--- config.mk ---
export PLATFORM = sky130hd
export DESIGN_NAME = regfile_sb_flat
export DESIGN_NICKNAME = d
export VERILOG_FILES = /design/src/rtl/regfile_sb_if.sv /design/src/rtl/regfile_sb.sv /design/src/flat_wrapper.sv
export SDC_FILE = /design/constraint.sdc
export NUM_CORES = 2
export LEC_CHECK = 0
export BUFFER_PORTS_ARGS = -buffer_cell sky130_fd_sc_hd__buf_2
export CORE_ASPECT_RATIO = 0.5
export CORE_UTILIZATION = 40
export DETAILED_ROUTE_END_ITERATION = 16
export GPL_TIMING_DRIVEN = 0
export PLACE_DENSITY = 0.55
export SLEW_MARGIN = 20
export SYNTH_ARGS = -nofsm -noshare
export SYNTH_HDL_FRONTEND = slang
export SYNTH_SLANG_ARGS = --single-unit
--- constraint.sdc ---
create_clock -name CLK -period 3.5 [get_ports CLK]
set_input_delay 0.7 -clock CLK [delete_from_list [all_inputs] [get_ports CLK]]
set_output_delay 0.7 -clock CLK [all_outputs]
set_load 0.05 [all_outputs]
--- src/rtl/regfile_sb_if.sv ---
// regfile_sb_if: bus between decode/write-back (master) and regfile_sb (slave).
// Ports grouped here:
//   srcA/srcB   read addresses           valA/valB   read data
//   busyA/busyB operand has a pending producer
//   destE/destM write-back addresses     valE/valM   write-back data
//   resv_en/resv_dst reserve a pending write; resv_full reservation refused
//   sb_err      sticky scoreboard underflow flag
interface regfile_sb_if #(
    parameter int DATA_WID = 32,
    parameter int ADDR_WID = 4
);
    logic [ADDR_WID-1:0] srcA, srcB, destE, destM, resv_dst;
    logic [DATA_WID-1:0] valA, valB, valE, valM;
    logic                busyA, busyB, resv_en, resv_full, sb_err;

    modport master (
        output srcA, srcB, destE, destM, valE, valM, resv_en, resv_dst,
        input  valA, valB, busyA, busyB, resv_full, sb_err
    );
    modport slave (
        input  srcA, srcB, destE, destM, valE, valM, resv_en, resv_dst,
        output valA, valB, busyA, busyB, resv_full, sb_err
    );
endinterface

--- src/rtl/regfile_sb.sv ---
// regfile_sb: register file with two combinational read ports, two write-back
// ports (M wins over E on the same register) and a per-register pending-write
// scoreboard counter.
// Ports: CLK, RST_N (async active-low clear of data, counters and sb_err),
//        bus (regfile_sb_if.slave) carrying read, write-back and reservation signals.
// Define REGFILE_BYPASS_EN to forward same-cycle write-back data to the read
// ports and to report busy against the count left after this cycle's retirements.
module regfile_sb #(
    parameter int                  DATA_WID   = 32,
    parameter int                  ADDR_WID   = 4,
    parameter int                  NUM_OF_REG = 15,
    parameter logic [ADDR_WID-1:0] RNONE      = 4'hF,
    parameter int                  CNT_WID    = 2
) (
    input logic          CLK,
    input logic          RST_N,
    regfile_sb_if.slave  bus
);
    // Arithmetic width wide enough for cnt + inc and a dec of up to 2
    localparam int W = CNT_WID + 2;
    localparam logic [CNT_WID-1:0] CMAX = '1;

    logic [DATA_WID-1:0] data [NUM_OF_REG];
    logic [CNT_WID-1:0]  cnt  [NUM_OF_REG];
    logic [W-1:0]        dec  [NUM_OF_REG];
    logic [NUM_OF_REG-1:0] under;
    logic sbErr, vA, vB, vE, vM, vR;

    function automatic logic isValid(input logic [ADDR_WID-1:0] a);
        return a != RNONE && 32'(a) < NUM_OF_REG;
    endfunction

    assign vA = isValid(bus.srcA);
    assign vB = isValid(bus.srcB);
    assign vE = isValid(bus.destE);
    assign vM = isValid(bus.destM);
    assign vR = isValid(bus.resv_dst);

    for (genvar r = 0; r < NUM_OF_REG; r++) begin : g_reg
        localparam logic [ADDR_WID-1:0] ADDR = ADDR_WID'(r);
        logic [DATA_WID-1:0] q;
        logic [CNT_WID-1:0]  c;
        logic [W-1:0]        sum;
        logic                hitE, hitM, inc;
        assign hitE   = vE && bus.destE == ADDR;
        assign hitM   = vM && bus.destM == ADDR;
        // A saturated counter refuses the reservation rather than wrapping
        assign inc    = bus.resv_en && vR && bus.resv_dst == ADDR && c != CMAX;
        assign dec[r] = W'(hitE) + W'(hitM);
        assign sum    = W'(c) + W'(inc);
        assign under[r] = dec[r] > sum;
        assign data[r]  = q;
        assign cnt[r]   = c;
        always_ff @(posedge CLK or negedge RST_N) begin
            if (!RST_N) begin
                q <= '0;
                c <= '0;
            end else begin
                q <= hitM ? bus.valM : hitE ? bus.valE : q;
                c <= under[r] ? '0 : CNT_WID'(sum - dec[r]);
            end
        end
    end

    always_ff @(posedge CLK or negedge RST_N) begin
        if (!RST_N) sbErr <= 1'b0;
        else if (|under) sbErr <= 1'b1;
    end

    assign bus.sb_err    = sbErr;
    assign bus.resv_full = bus.resv_en && vR && cnt[bus.resv_dst] == CMAX;

`ifdef REGFILE_BYPASS_EN
    assign bus.valA = !vA ? '0 : (vM && bus.destM == bus.srcA) ? bus.valM :
                      (vE && bus.destE == bus.srcA) ? bus.valE : data[bus.srcA];
    assign bus.valB = !vB ? '0 : (vM && bus.destM == bus.srcB) ? bus.valM :
                      (vE && bus.destE == bus.srcB) ? bus.valE : data[bus.srcB];
    // Busy only if producers remain after this cycle's retirements
    assign bus.busyA = vA && W'(cnt[bus.srcA]) > dec[bus.srcA];
    assign bus.busyB = vB && W'(cnt[bus.srcB]) > dec[bus.srcB];
`else
    assign bus.valA  = vA ? data[bus.srcA] : '0;
    assign bus.valB  = vB ? data[bus.srcB] : '0;
    assign bus.busyA = vA && cnt[bus.srcA] != '0;
    assign bus.busyB = vB && cnt[bus.srcB] != '0;
`endif
endmodule

--- src/flat_wrapper.sv ---
// flat-port wrapper written by rule: the top's interface ports become plain ports
module regfile_sb_flat 
#(
    parameter int                  DATA_WID   = 32,
    parameter int                  ADDR_WID   = 4,
    parameter int                  NUM_OF_REG = 15,
    parameter logic [ADDR_WID-1:0] RNONE      = 4'hF,
    parameter int                  CNT_WID    = 2
)
  (CLK, RST_N, bus_srcA, bus_srcB, bus_destE, bus_destM, bus_valE, bus_valM, bus_resv_en, bus_resv_dst, bus_valA, bus_valB, bus_busyA, bus_busyB, bus_resv_full, bus_sb_err);
  regfile_sb_if #(.DATA_WID(DATA_WID), .ADDR_WID(ADDR_WID)) bus_i ();
  input logic CLK;
  input logic RST_N;
  input wire logic [$bits(bus_i.srcA)-1:0] bus_srcA;
  input wire logic [$bits(bus_i.srcB)-1:0] bus_srcB;
  input wire logic [$bits(bus_i.destE)-1:0] bus_destE;
  input wire logic [$bits(bus_i.destM)-1:0] bus_destM;
  input wire logic [$bits(bus_i.valE)-1:0] bus_valE;
  input wire logic [$bits(bus_i.valM)-1:0] bus_valM;
  input wire logic [$bits(bus_i.resv_en)-1:0] bus_resv_en;
  input wire logic [$bits(bus_i.resv_dst)-1:0] bus_resv_dst;
  output wire logic [$bits(bus_i.valA)-1:0] bus_valA;
  output wire logic [$bits(bus_i.valB)-1:0] bus_valB;
  output wire logic [$bits(bus_i.busyA)-1:0] bus_busyA;
  output wire logic [$bits(bus_i.busyB)-1:0] bus_busyB;
  output wire logic [$bits(bus_i.resv_full)-1:0] bus_resv_full;
  output wire logic [$bits(bus_i.sb_err)-1:0] bus_sb_err;
  assign bus_i.srcA = bus_srcA;
  assign bus_i.srcB = bus_srcB;
  assign bus_i.destE = bus_destE;
  assign bus_i.destM = bus_destM;
  assign bus_i.valE = bus_valE;
  assign bus_i.valM = bus_valM;
  assign bus_i.resv_en = bus_resv_en;
  assign bus_i.resv_dst = bus_resv_dst;
  assign bus_valA = bus_i.valA;
  assign bus_valB = bus_i.valB;
  assign bus_busyA = bus_i.busyA;
  assign bus_busyB = bus_i.busyB;
  assign bus_resv_full = bus_i.resv_full;
  assign bus_sb_err = bus_i.sb_err;
  regfile_sb #(.DATA_WID(DATA_WID), .ADDR_WID(ADDR_WID), .NUM_OF_REG(NUM_OF_REG), .RNONE(RNONE), .CNT_WID(CNT_WID)) u_core (.CLK(CLK), .RST_N(RST_N), .bus(bus_i));
endmodule
== Word level (Yosys, flattened, before mapping) ==
Cells that the tools add are included.

* Bits in registers: 511
* Output and inout bits: 68

* Reduce and logical (&&, ||, !) cells: 90
* $lt $le $gt $ge: 23
* Equal/unequal tests: 63
* $add $sub $neg: 45
* Bitwise logic cells: 3
* Mux-type cells: 62

{| class="wikitable"
|+ Operator list
! kind !! count
|-
| $mux W32 || 36
|-
| $bmux W32 S4 || 2
|-
| $eq A4 B4 Y1 const B || 21
|-
| $logic_and A1 B1 Y1 || 69
|-
| $eq A4 B3 Y1 const B || 12
|-
| $add A2 B1 Y3 || 15
|-
| $gt A2 B3 Y1 || 15
|-
| $mux W2 || 21
|-
| $reduce_bool A2 Y1 || 17
|-
| $add A1 B1 Y2 || 15
|-
| $ne A2 B2 Y1 const B || 15
|-
| $sub A2 B2 Y2 || 15
|-
| $bmux W2 S4 || 3
|-
| $eq A4 B2 Y1 const B || 6
|-
| $lt A4 B4 Y1 const B || 5
|-
| $ne A4 B4 Y1 const B || 5
|-
| $ge A5 B5 Y1 const B || 3
|-
| $not A4 Y5 || 3
|-
| $reduce_or A15 Y1 || 1
|-
| $eq A4 B1 Y1 const B || 3
|-
| $logic_not A4 Y1 || 3
|-
| $eq A2 B2 Y1 const B || 1
|}

== Logic depth before layout (Yosys ltp) ==
* Depth in word-level cells: 8
* Gate-level depth with buffers: 13
* Mapped depth without buffers: 11

== Worst setup path after synthesis ==
OpenSTA, ideal clock, no wires.

* Path kind: input -> output
* Start: input bus_srcA[0]
* End: output bus_busyA
* Setup slack: -377 ps
* Data required time: 2800 ps
* Arrival: 3177 ps
* Stages: 7
* Buffers on the path: 4
* Cell sequence: buf_6 > buf_8 > buf_6 > buf_4 > mux4_2 > and3_1 > nor4_1

* Longest elaborated chain between the ends: 6
* Elaborated cells between the ends (all ways): 9
* Classes of those cells: order compare (1); eq/ne (1); mux (3); bitwise (1); reduce/logical (3)

{| class="wikitable"
|+ Ends and longest elaborated chain
! item !! RTL line !! RTL
|-
| start, declared || flat_wrapper.sv:14 || <nowiki>input wire logic [$bits(bus_i.srcA)-1:0] bus_srcA;</nowiki>
|-
| $not A4 Y5 (implied by the code) || regfile_sb.sv:84 || <nowiki>assign bus.busyA = vA && cnt[bus.srcA] != '0;</nowiki>
|-
| $bmux W2 S4 || regfile_sb.sv:84 ||
|-
| $mux W2 (implied by the code) (2 in series) || regfile_sb.sv:84 ||
|-
| $reduce_bool A2 Y1 || regfile_sb.sv:84 ||
|-
| $logic_and A1 B1 Y1 * || regfile_sb.sv:84 ||
|-
| end, declared || flat_wrapper.sv:24 || <nowiki>output wire logic [$bits(bus_i.busyA)-1:0] bus_busyA;</nowiki>
|}

Every way passes the cells marked *; elsewhere a longest branch is shown, timed or not. The select of a mux whose other input is x is not followed.

== Final worst setup path ==
* Start: input bus_destM[2]
* End: register u_core.g_reg[11].q[23]

* Longest elaborated chain between the ends: 4
* Elaborated cells between the ends (all ways): 7
* Classes of those cells: order compare (1); eq/ne (2); mux (1); reduce/logical (3)

{| class="wikitable"
|+ Ends and longest elaborated chain
! item !! RTL line !! RTL
|-
| start, declared || flat_wrapper.sv:17 || <nowiki>input wire logic [$bits(bus_i.destM)-1:0] bus_destM;</nowiki>
|-
| $lt A4 B4 Y1 / $ne A4 B4 Y1 (equally long branches) || regfile_sb.sv:30 || <nowiki>return a != RNONE && 32'(a) < NUM_OF_REG;</nowiki>
|-
| $logic_and A1 B1 Y1 || regfile_sb.sv:30 ||
|-
| $logic_and A1 B1 Y1 * || regfile_sb.sv:46 || <nowiki>assign hitM = vM && bus.destM == ADDR;</nowiki>
|-
| $mux W32 / $reduce_bool A2 Y1 (equally long branches) || -- ||
|-
| end signal, assigned || regfile_sb.sv:59 || <nowiki>q <= hitM ? bus.valM : hitE ? bus.valE : q;</nowiki>
|-
| end, declared || regfile_sb.sv:41 || <nowiki>logic [DATA_WID-1:0] q;</nowiki>
|}

Every way passes the cells marked *; elsewhere a longest branch is shown, timed or not.
A chain may end at the register's enable or synchronous reset.

==> flow_summary.ini <==
[run_status]
outcome = finished, violations left
violations = negative setup slack

[setup_path]
startpoint_type = input port
worstPathRequired_ns = 4.07
cp_max_fo = 10
crit_arrival_ns = 4.22
critPathKind = in -> reg
end_kind = flop

[placement]
io_buffers = 147
place.gp.congestion = 0.947
dp_hpwl_um = 98800

[clocking]
htree_levels = 2
insertion_delay_ns = 0.66
cts.sinks = 511
root_buffer = clkbuf_16
clockBufferDepth = 3
clk_pin_slew_ns = 0.07
cts_tree = yes
numCtsBuffers = 54

[global_route]
met2_usage_pct = 50.5
grt_busiest_layer = met2
overflow = 0
grt_max_degree = 93
gr-usage-all-layers_pct = 34.5
use_met3_pct = 9.49
grt_pass1_vias = 28100
grt_pass1_wl_um = 207000
grt_util_met1_pct = 47.2
antenna_found_initial = 3

[timing]
max_freq_mhz = 274
finalWorstSetupSlack_ns = -0.152
maxSlewHeadroom_pct = 17.7
finalSetupTns_ns = -3.36
hold_violations = 0
maxSlewViolCount = 0
tightest_slew_ns = 1.23
finalCritPeriodShare_pct = 104
rsz0062_at_grt = no
period_minus_slack_ns = 3.65
skew_ns = 0.00921
setup_viol = 67

[logic_synthesis]
syn_avg_cell_area_um2 = 10.5
synth_seq_cells = 511
synthDistinctLibCells = 44
yosys_most_used_dff = dfrtp_1
yosys_warnings = 0
synth_area_leaders = dfrtp_1, mux2i_1, mux4_2
synthesis.area_um2 = 33500
synth_fp_nets = 3391
synth_top_area_share_pct = 38.1
async_flop_share_pct = 100
ys_seq_area_share_pct = 38.1
synthCells = 3199
synth_edf_count = 0
synth_top_cell_by_area = dfrtp_1

[worst_hold_path]
hp-class = in -> reg

[die]
io_pins = 155
fp-row-count = 74
die_h_um = 207
dieWidth_um = 411
core_um2 = 82300
initial_utilization_pct = 40.7
dieArea_um2 = 85000

[detailed_routing]
drt_wl_total_um = 147000
ant_nets = 0
drt-pass1-iter-count = 8
viasPerCell = 6.46
via_count = 29500
avgRoutedWirePerCell_um = 32.3
drt_iter0_markers = 4060
drc = 0

[power]
p_leak_nw = 16.9
power.density_nw_per_um2 = 545
vdd_ir_drop_max_mv = 0.303

[finish]
drive_gt1_share_pct = 18.4
area_growth_pct = 13.4
fin_nets = 3602
final_common_cell = mux2i_1
fin_util_pct = 46.2
final_cell_mix = mux2i_1, nand2_1, dfrtp_1

[flow_run]
maxCapViolCount = 0
-- timing repair --
item,4_1_cts,5_1_grt
endpoints found under the setup margin,66,42
resized for setup,100,41
setup buffers,1,0
hold endpoints to repair,25,0
hold buffers,1,0
pin swaps,1,0
-- synth_stat cells (2+ instances only) --
master       n
nor2_1      51
nor3_1      16
o21ai_0    349
a221oi_1     6
a2111oi_0    8
o2bb2ai_1   22
ha_1       105
dfrtp_1    511
xor2_1      15
a21oi_1     18
nand3b_1     2
nand3_1     10
buf_6        3
nor4_1       2
o21ai_1    178
clkbuf_1   187
nor2b_1     15
buf_2       87
nor2_2       4
or4_1        2
inv_1       97
mux4_2     238
o22ai_1     23
a22oi_1      2
buf_4       16
mux2i_1    597
o211ai_1     8
a211o_1      2
a211oi_1    19
buf_1       28
nand2b_1    18
nand2_1    543
and3_1       2
or2_1        4
nand4_1      2
-- registers in the layout, indices dropped and copies added, names as in the netlist --
register           count
u_core.g.c            30
u_core.g.q           480
u_core.bus.sb_err      1
-- per-layer routing --
metal / up-vias / wire length [µm]
met2: 1957 / 62200
met3: 434 / 17200
met5: - / 13
met1: 15100 / 59600
li1: 12000 / -
met4: 2 / 8200
-- cell type report --
class | instances | area (µm²)
tap | 1102 | 1380
inverter | 97 | 364
clock inverter | 21 | 290
fill | 7854 | 44300
buffer | 322 | 1690
timing repair buffer | 155 | 937
clock buffer | 78 | 1560
antenna | 2 | 5.00
sequential | 511 | 12800
multi-input combinational | 2269 | 19000
-- report_power, final --
part | switching [mW] | total [mW] | internal [mW]
clock network | 2.86 | 6.36 | 3.49
logic | 3.66 | 6.16 | 2.50
registers | 1.06 | 8.20 | 7.14
total | 7.59 | 20.7 | 13.1
-- stage by stage --
step / instance area (µm²) / std cells / power [mW] / hold slack, ns / setup slack (ns)
4_1_cts: 37900 / 4555 / 20.5 / 0.380 / -0.00793
3_5_place_dp: 35800 / 4454 / 14.3 / 0.486 / -0.892
5_1_grt: 38000 / 4555 / 21.5 / 0.419 / 0.00360
2_1_floorplan: 33500 / 3199 / 12.2 / 0.404 / 0.0929
3_3_place_gp: 35600 / 4448 / 14.0 / 0.473 / -9.88
6_report: 38000 / 4557 / 20.7 / 0.383 / -0.152
-- worst max-delay path: stages --
cell and delay [ns]:
buf_2 0.16, nand2b_1 0.12, buf_2 0.15, or2_1 0.10, buf_2 0.26, buf_2 0.50
ha_1 0.23, buf_1 0.79, clkbuf_1 0.95, nand2_1 0.13, o21ai_0 0.11
-- kinds of logic after synthesis --
kind of cell / share of synthesized area, %
muxes: 33.8
and+or+nand+nor: 8.06
AOI/OAI and AO/OA: 10.4
DFF: 38.1
buffers and inverters: 5.30
adders and majority gates: 3.92
xor gates and xnor gates: 0.392
-- final timing paths --
kind,depth (start not counted),slack [ns],from,to
max in group asynchronous,5,1.28,RST_N,u_core.g_reg[10].q[16]
hold / removal,3,0.38,bus_valM[8],u_core.g_reg[10].q[8]
setup reg to reg,9,0.52,u_core.g_reg[4].c[0],u_core.bus.sb_err
hold reg to reg,2,0.50,u_core.g_reg[3].q[19],u_core.g_reg[3].q[19]
min in group asynchronous,2,0.57,RST_N,u_core.g_reg[4].c[1]
setup / recovery,11,-0.15,bus_destM[2],u_core.g_reg[11].q[23]
Note: power is estimated with default switching activity, not from simulation.
